File: src/rtl/acc_stream_pkg.sv
// rtl/acc_stream_pkg.sv - shared state encoding, sync default and width helpers for acc_streamer
package acc_stream_pkg;

    typedef enum logic [1:0] {
        IDLE  = 2'd0,
        SEND  = 2'd1,
        ACK   = 2'd2,
        DRAIN = 2'd3
    } stream_state_t;

    localparam logic [7:0] DEFAULT_SYNC = 8'hA5;

    function automatic int idx_width(input int bytes);
        return $clog2(bytes + 2);
    endfunction

    function automatic int timer_width(input int timeout);
        return (timeout < 2) ? 1 : $clog2(timeout + 1);
    endfunction

endpackage

File: src/rtl/uart_tx_hs.sv
// rtl/uart_tx_hs.sv - one-byte UART handshake: strobe, wait for busy rise with retry, drain
module uart_tx_hs
    import acc_stream_pkg::*;
#(
    parameter int ACK_TIMEOUT = 15
) (
    input  logic       clk,
    input  logic       rst,
    input  logic       go,
    input  logic [7:0] byte_in,
    input  logic       tx_busy,
    output logic       tx_go,
    output logic [7:0] tx_data,
    output logic       byte_done
);

    localparam int TW = timer_width(ACK_TIMEOUT);
    localparam logic [TW-1:0] TIMER_LAST = TW'(ACK_TIMEOUT - 1);

    stream_state_t state;
    stream_state_t state_next;
    logic [TW-1:0] timer;
    logic          load;

    // byte_done and go may coincide in DRAIN so the next byte goes straight to SEND
    always_comb begin
        state_next = state;
        byte_done  = 1'b0;
        load       = 1'b0;
        case (state)
            IDLE: begin
                if (go) begin
                    load       = 1'b1;
                    state_next = SEND;
                end
            end
            SEND: state_next = ACK;
            ACK: begin
                if (tx_busy) begin
                    state_next = DRAIN;
                end else if (timer == TIMER_LAST) begin
                    state_next = SEND;
                end
            end
            DRAIN: begin
                if (!tx_busy) begin
                    byte_done = 1'b1;
                    if (go) begin
                        load       = 1'b1;
                        state_next = SEND;
                    end else begin
                        state_next = IDLE;
                    end
                end
            end
            default: state_next = IDLE;
        endcase
    end

    always_ff @(posedge clk or posedge rst) begin
        if (rst) begin
            state   <= IDLE;
            timer   <= '0;
            tx_data <= 8'h00;
        end else begin
            state <= state_next;
            if (load) begin
                tx_data <= byte_in;
            end
            if (state == SEND) begin
                timer <= '0;
            end else if (state == ACK && !tx_busy) begin
                timer <= timer + 1'b1;
            end
        end
    end

    assign tx_go = (state == SEND);

endmodule

File: src/rtl/acc_streamer.sv
// rtl/acc_streamer.sv - snapshots the accumulator on start and streams SYNC, data bytes LSB-first, XOR checksum
module acc_streamer
    import acc_stream_pkg::*;
#(
    parameter int         WIDTH       = 128,
    parameter logic [7:0] SYNC        = DEFAULT_SYNC,
    parameter int         ACK_TIMEOUT = 15
) (
    input  logic             clk,
    input  logic             rst,
    input  logic             start,
    input  logic [WIDTH-1:0] snapshot,
    input  logic             clr_overrun,
    input  logic             tx_busy,
    output logic             tx_go,
    output logic [7:0]       tx_data,
    output logic             busy,
    output logic             done,
    output logic             overrun
);

    localparam int BYTES = WIDTH / 8;
    localparam int IW    = idx_width(BYTES);
    localparam logic [IW-1:0] IDX_LAST_DATA = IW'(BYTES);
    localparam logic [IW-1:0] IDX_CSUM      = IW'(BYTES + 1);

    logic [WIDTH-1:0] shift;
    logic [7:0]       csum;
    logic [IW-1:0]    idx;
    logic             go;
    logic             byte_done;
    logic             accept;
    logic             advance;
    logic [7:0]       byte_next;

    assign accept  = start && !busy;
    assign advance = byte_done && (idx != IDX_CSUM);
    assign go      = accept || advance;

    // idx names the byte currently on the wire; byte_next is the one after it
    always_comb begin
        byte_next = SYNC;
        if (advance) begin
            byte_next = (idx == IDX_LAST_DATA) ? csum : shift[7:0];
        end
    end

    always_ff @(posedge clk or posedge rst) begin
        if (rst) begin
            shift   <= '0;
            csum    <= 8'h00;
            idx     <= '0;
            busy    <= 1'b0;
            done    <= 1'b0;
            overrun <= 1'b0;
        end else begin
            done <= 1'b0;
            if (accept) begin
                shift <= snapshot;
                csum  <= 8'h00;
                idx   <= '0;
                busy  <= 1'b1;
            end else if (advance) begin
                idx <= idx + 1'b1;
                if (idx != IDX_LAST_DATA) begin
                    shift <= shift >> 8;
                    csum  <= csum ^ shift[7:0];
                end
            end else if (byte_done) begin
                busy <= 1'b0;
                done <= 1'b1;
            end
            if (start && busy) begin
                overrun <= 1'b1;
            end else if (clr_overrun) begin
                overrun <= 1'b0;
            end
        end
    end

    uart_tx_hs #(
        .ACK_TIMEOUT(ACK_TIMEOUT)
    ) u_tx_hs (
        .clk      (clk),
        .rst      (rst),
        .go       (go),
        .byte_in  (byte_next),
        .tx_busy  (tx_busy),
        .tx_go    (tx_go),
        .tx_data  (tx_data),
        .byte_done(byte_done)
    );

endmodule
File: config.mk
export PLATFORM = sky130hd
export DESIGN_NAME = acc_streamer
export DESIGN_NICKNAME = d
export VERILOG_FILES = /design/src/rtl/acc_stream_pkg.sv /design/src/rtl/uart_tx_hs.sv /design/src/rtl/acc_streamer.sv
export SDC_FILE = /design/constraint.sdc
export NUM_CORES = 1
export LEC_CHECK = 0
export ABC_AREA = 1
export CAP_MARGIN = 20
export CORE_UTILIZATION = 47
export CTS_BUF_LIST = sky130_fd_sc_hd__clkbuf_16
export CTS_CLUSTER_SIZE = 25
export DETAILED_ROUTE_END_ITERATION = 8
export PLACE_DENSITY = 0.76
export RECOVER_POWER = 100
export SLEW_MARGIN = 20
export SYNTH_ARGS = -nofsm -noshare
export SYNTH_HDL_FRONTEND = slang
export SYNTH_SLANG_ARGS = --single-unit
File: constraint.sdc
create_clock -name clk -period 4.9 [get_ports clk]
set_clock_uncertainty 0.1 [all_clocks]
set_input_delay 0.98 -clock clk [delete_from_list [all_inputs] [get_ports clk]]
set_output_delay 0.98 -clock clk [all_outputs]
set_load 0.02 [all_outputs]
== Word-level counts from Yosys, hierarchy flattened ==
Cells that the tools add are included.

* Register bits: 158
* Bits of input ports: 133
* Output and inout bits: 12
* Logic and storage cells: 70

* $add $sub $neg: 2
* Equality and inequality tests: 11
* Muxes and demuxes: 31
* Bitwise gates (word level): 1
* Reduce and logical (&&, ||, !) cells: 16

{| class="wikitable"
|+ Operator list
! operator !! number
|-
| $mux 128 || 3
|-
| $mux 8 || 5
|-
| $mux 1 || 13
|-
| $mux 5 || 2
|-
| $ne 5x5->1 const B || 2
|-
| $reduce_bool 2->1 || 5
|-
| $mux 2 || 4
|-
| $mux 4 || 2
|-
| $pmux 2 s4 || 1
|-
| $xor 8x8->8 || 1
|-
| $ne 2x2->1 const B || 3
|-
| $add 5x1->5 const B || 1
|-
| $eq 5x5->1 const B || 1
|-
| $add 4x1->4 const B || 1
|-
| $eq 2x2->1 const B || 2
|-
| $eq 4x4->1 const B || 1
|-
| $logic_and 1x1->1 || 4
|-
| $reduce_and 2->1 || 2
|-
| $ne 3x2->1 const B || 1
|-
| $reduce_and 3->1 || 1
|-
| $eq 2x1->1 const B || 1
|-
| $logic_not 1->1 || 2
|-
| $logic_not 2->1 || 1
|-
| $pmux 1 s2 || 1
|-
| $logic_or 1x1->1 || 1
|}

== Logic depth before layout (Yosys ltp) ==
* Depth after elaboration: 7
* Mapped depth: 12
* Gate-level depth less buffers: 11

== By module ==
From an unflattened synthesis, not the netlist that was laid out.

* Cells, all modules: 1204
* Area total of the unflattened synthesis: 8660.8 um^2

{| class="wikitable"
|+ Modules (own cells, without submodules)
! module !! instances !! cells each !! area an instance (um^2) !! seq. area each (um^2)
|-
| acc_streamer || 1 || 1111 || 7880.1 || 3603.5
|-
| uart_tx_hs || 1 || 93 || 780.7 || 350.3
|}

== Worst setup path after synthesis ==
OpenSTA, ideal clock, no wires.

* Kind: in2reg
* From: input port start
* To: register shift[60]
* Setup time: 0.069 ns
* Arrival: 1.938 ns
* Required time: 4.731 ns
* Setup slack: 2.794 ns
* Stages on the path: 7
* Path buffers: 2
* Path through: inv_1 > nor2_4 > inv_2 > buf_2 > clkbuf_1 > nand3_1 > nand3_1

* Cells in the longest elaborated chain, start to end: 3
* Elaborated cells between the ends (all ways): 5
* Classes of those cells: mux (1); reduce/logical (4)

{| class="wikitable"
|+ RTL lines
! item !! RTL line !! source
|-
| from (decl) || acc_streamer.sv:11 || <nowiki>input logic start,</nowiki>
|-
| $logic_and 1x1->1 * || acc_streamer.sv:36 || <nowiki>assign accept = start && !busy;</nowiki>
|-
| $reduce_bool 2->1 (no line) || n/a ||
|-
| $reduce_and 2->1 (no line) || n/a ||
|-
| to (signal assigned) || acc_streamer.sv:59 || <nowiki>shift <= snapshot;</nowiki>
|-
| to (signal assigned) || acc_streamer.sv:66 || <nowiki>shift <= shift >> 8;</nowiki>
|-
| to (decl) || acc_streamer.sv:27 || <nowiki>logic [WIDTH-1:0] shift;</nowiki>
|}

Every way passes the cells marked *; elsewhere a longest branch is shown, timed or not.
A chain may end at the register's enable or synchronous reset.

== Worst setup path after layout ==
* From: input port start
* To: register shift[0]

Same word-level chain as after synthesis.

==> impl_metrics.ini <==
[logic_synthesis]
ys_warn_count = 0
synth_nets = 1058
ys_seq_elements = 158
syn_avg_cell_area_um2 = 8.41
synth_area_leaders = dfrtp_1 (51%), nand2_1 (18%), nand3_1 (14%)
synth_top_area_cell = dfrtp_1
synth_top_area_share = 0.514
synth_cell_types = 32
syn_inst = 915
ys_seq_area_frac = 0.514
syn-cell-area_um2 = 7700

[die]
start_util = 0.483
die_area_um2 = 16900
die_y_um = 130
num_io_pins = 145
placementRows = 46
die_x_um = 130
core_um2 = 15900

[setup_path]
crit_top_cell = nand2_1
startpoint = start
cpPeakStageDelay_ns = 1.42
path_class = in2reg
crit_slowest_cell = clkbuf_1
cp_num_buf_inv = 3
crit_path_max_fanout = 50
crit_family = buffers and inverters
crit_chain = dlygate4sd3_1 -> inv_1 -> nor2_1 -> clkbuf_1 -> nand2_1 -> nand2_1 -> o21ai_0 -> nand2_1
cp-end-kind = flip-flop
arrival_ns = 3.98
r2r_setup_slack_ns = 1.82
critPathRequiredTime_ns = 5.16
r2r-start = u_tx_hs.state[0]$_DFFE_PP0P_
worstSetupStartpointType = input port

[power_and_ir_drop]
comb_power_share = 0.240
p_int_mw = 3.22
pwr_density_cell_nw_per_um2 = 498
clock_power_share = 0.286
max-vdd-ir-drop_mv = 0.278
p_seq_frac = 0.474
finalPower_mw = 4.76
p_sw_frac = 0.323
p_sw_mw = 1.54
power.leakage_nw = 4.59

[sta]
fin_setup_tns_ns = 0
finalHoldViolations = 0
setup_ws_ns = 1.17
finalMaxSlewViolations = 187
max_freq_mhz = 268
worst_slew_pin_slew_ns = 1.91
fin_crit_ns = 3.73
holdWs_ns = 0.361
setup_viol = 0
rsz0062_at_grt = false
slew_headroom = -0.272
fin_crit_sh = 0.760

[outcome]
status = finished with violations
violations = capacitance limit, slew limit

[layout]
fin_util = 0.600
layout_common_cells = nand2_1 (361), nand3_1 (233), dfrtp_1 (158)
stdcell_count = 1254
final_nets = 1168
drive_above_1_share = 0.0549
areaGrowthSynthToFinish_pct = 24.2
final_cell_area_um2 = 9560
n_antenna_cell = 0
final_common_cell = nand2_1

[min_path]
hold_class = reg2reg
min-delay-start = u_tx_hs.tx_data[5]$_DFFE_PP0P_

[clocking]
cts.path.max_buffers = 2
cts-resized-gates = 0
post-cts-setup-buffers = 0
clkSinkCount = 158
clkSlewWorstSetupHoldPaths_ns = 0.06
insertion_delay_ns = 0.42
cts_max_level = 4
cts-root-buf = clkbuf_16
cts-buffers-inserted = 17
holdBufCountCts = 0
cts_tree = yes

[route]
drc_errors = 0
via_count = 6487
first_iter_violations = 594
via_per_inst = 5.17
dr.pass1.iters = 5
wl_per_cell_um = 14.5
antenna_left = 0
wl_um = 18200

[global_routing]
antenna_found_initial = 0
overflow = 0
grt_max_degree = 137
grt_pass1_vias = 6080
grt_usage = 0.225
grt_pass1_wl_um = 29400

[place]
placedCellCount = 1222
post-place-ws_ns = 1.45
routabilityCongestion = 0.786
portBuffers = 144
placed_area_um2 = 9130
hpwl_um = 11800

[job]
maxCapViolations = 1
[per-layer routing]
layer | track usage | routed length, um | up-vias
met5 | 0 | 0 | -
met4 | 0.0684 | 175 | 0
li1 | - | - | 3217
met3 | 0.0541 | 924 | 15
met2 | 0.342 | 8450 | 189
met1 | 0.319 | 8640 | 3066
[logic make-up after synthesis]
family          count (synthesis)  share of synthesized area
compound gates                 34                     0.0250
flops                         158                      0.514
simple gates                  632                      0.383
buf+inv                        79                     0.0596
fa+ha+maj                      10                     0.0163
xor+xnor                        2                    0.00228
[flip-flops by register name (all words and copies together) (netlist names)]
signal and count:
shift 128, u_tx_hs.tx_data 8, idx 5, csum 8
done 1, overrun 1, u_tx_hs.timer 4, u_tx_hs.state 2
busy 1
[power groups by stage]
stage	Clock [mW]	Combinational, mW	Sequential (mW)
floorplan	0	0.888	2.21
detailed placement	0	1.19	2.28
global route	1.44	1.33	2.32
CTS	1.38	1.19	2.27
finish	1.36	1.14	2.26
global placement	0	1.14	2.26
[worst reg2reg max path, delay by kind of cell (launching register included)]
family | cells | cell delay [ns]
and+or+nand+nor | 5 | 1.10
buffers and inverters | 2 | 1.16
DFF | 1 | 0.43
adders and majority gates | 1 | 0.22
[area by class of cell]
class / count / area, um^2
clock inverter: 15 / 176
timing repair buffer: 150 / 1520
inverter: 20 / 81.3
multi-input combinational: 678 / 3130
tap: 216 / 270
fill: 1404 / 6380
clock buffer: 17 / 425
sequential: 158 / 3950
[worst paths after layout]
check | to | cells past startpoint
setup / recovery | shift[0]$_DFFE_PP0P_ | 8
min in group asynchronous | overrun$_DFFE_PP0P_ | 2
max in group asynchronous | csum[0]$_DFFE_PP0P_ | 3
hold / removal | u_tx_hs.tx_data[5]$_DFFE_PP0P_ | 2
setup reg to reg | shift[86]$_DFFE_PP0P_ | 8
hold reg to reg | u_tx_hs.tx_data[5]$_DFFE_PP0P_ | 2
[synth_stat cells (all sizes together)]
library cell / n
o21ai: 15
o21bai: 1
inv: 20
o211ai: 1
nand3: 249
dfrtp: 158
xor2: 2
o22ai: 1
a21boi: 1
a21oi: 14
buf: 39
nor4: 1
ha: 10
nor2: 20
a211oi: 1
nand2: 362
clkbuf: 20
Note: power is estimated with default switching activity, not from simulation.
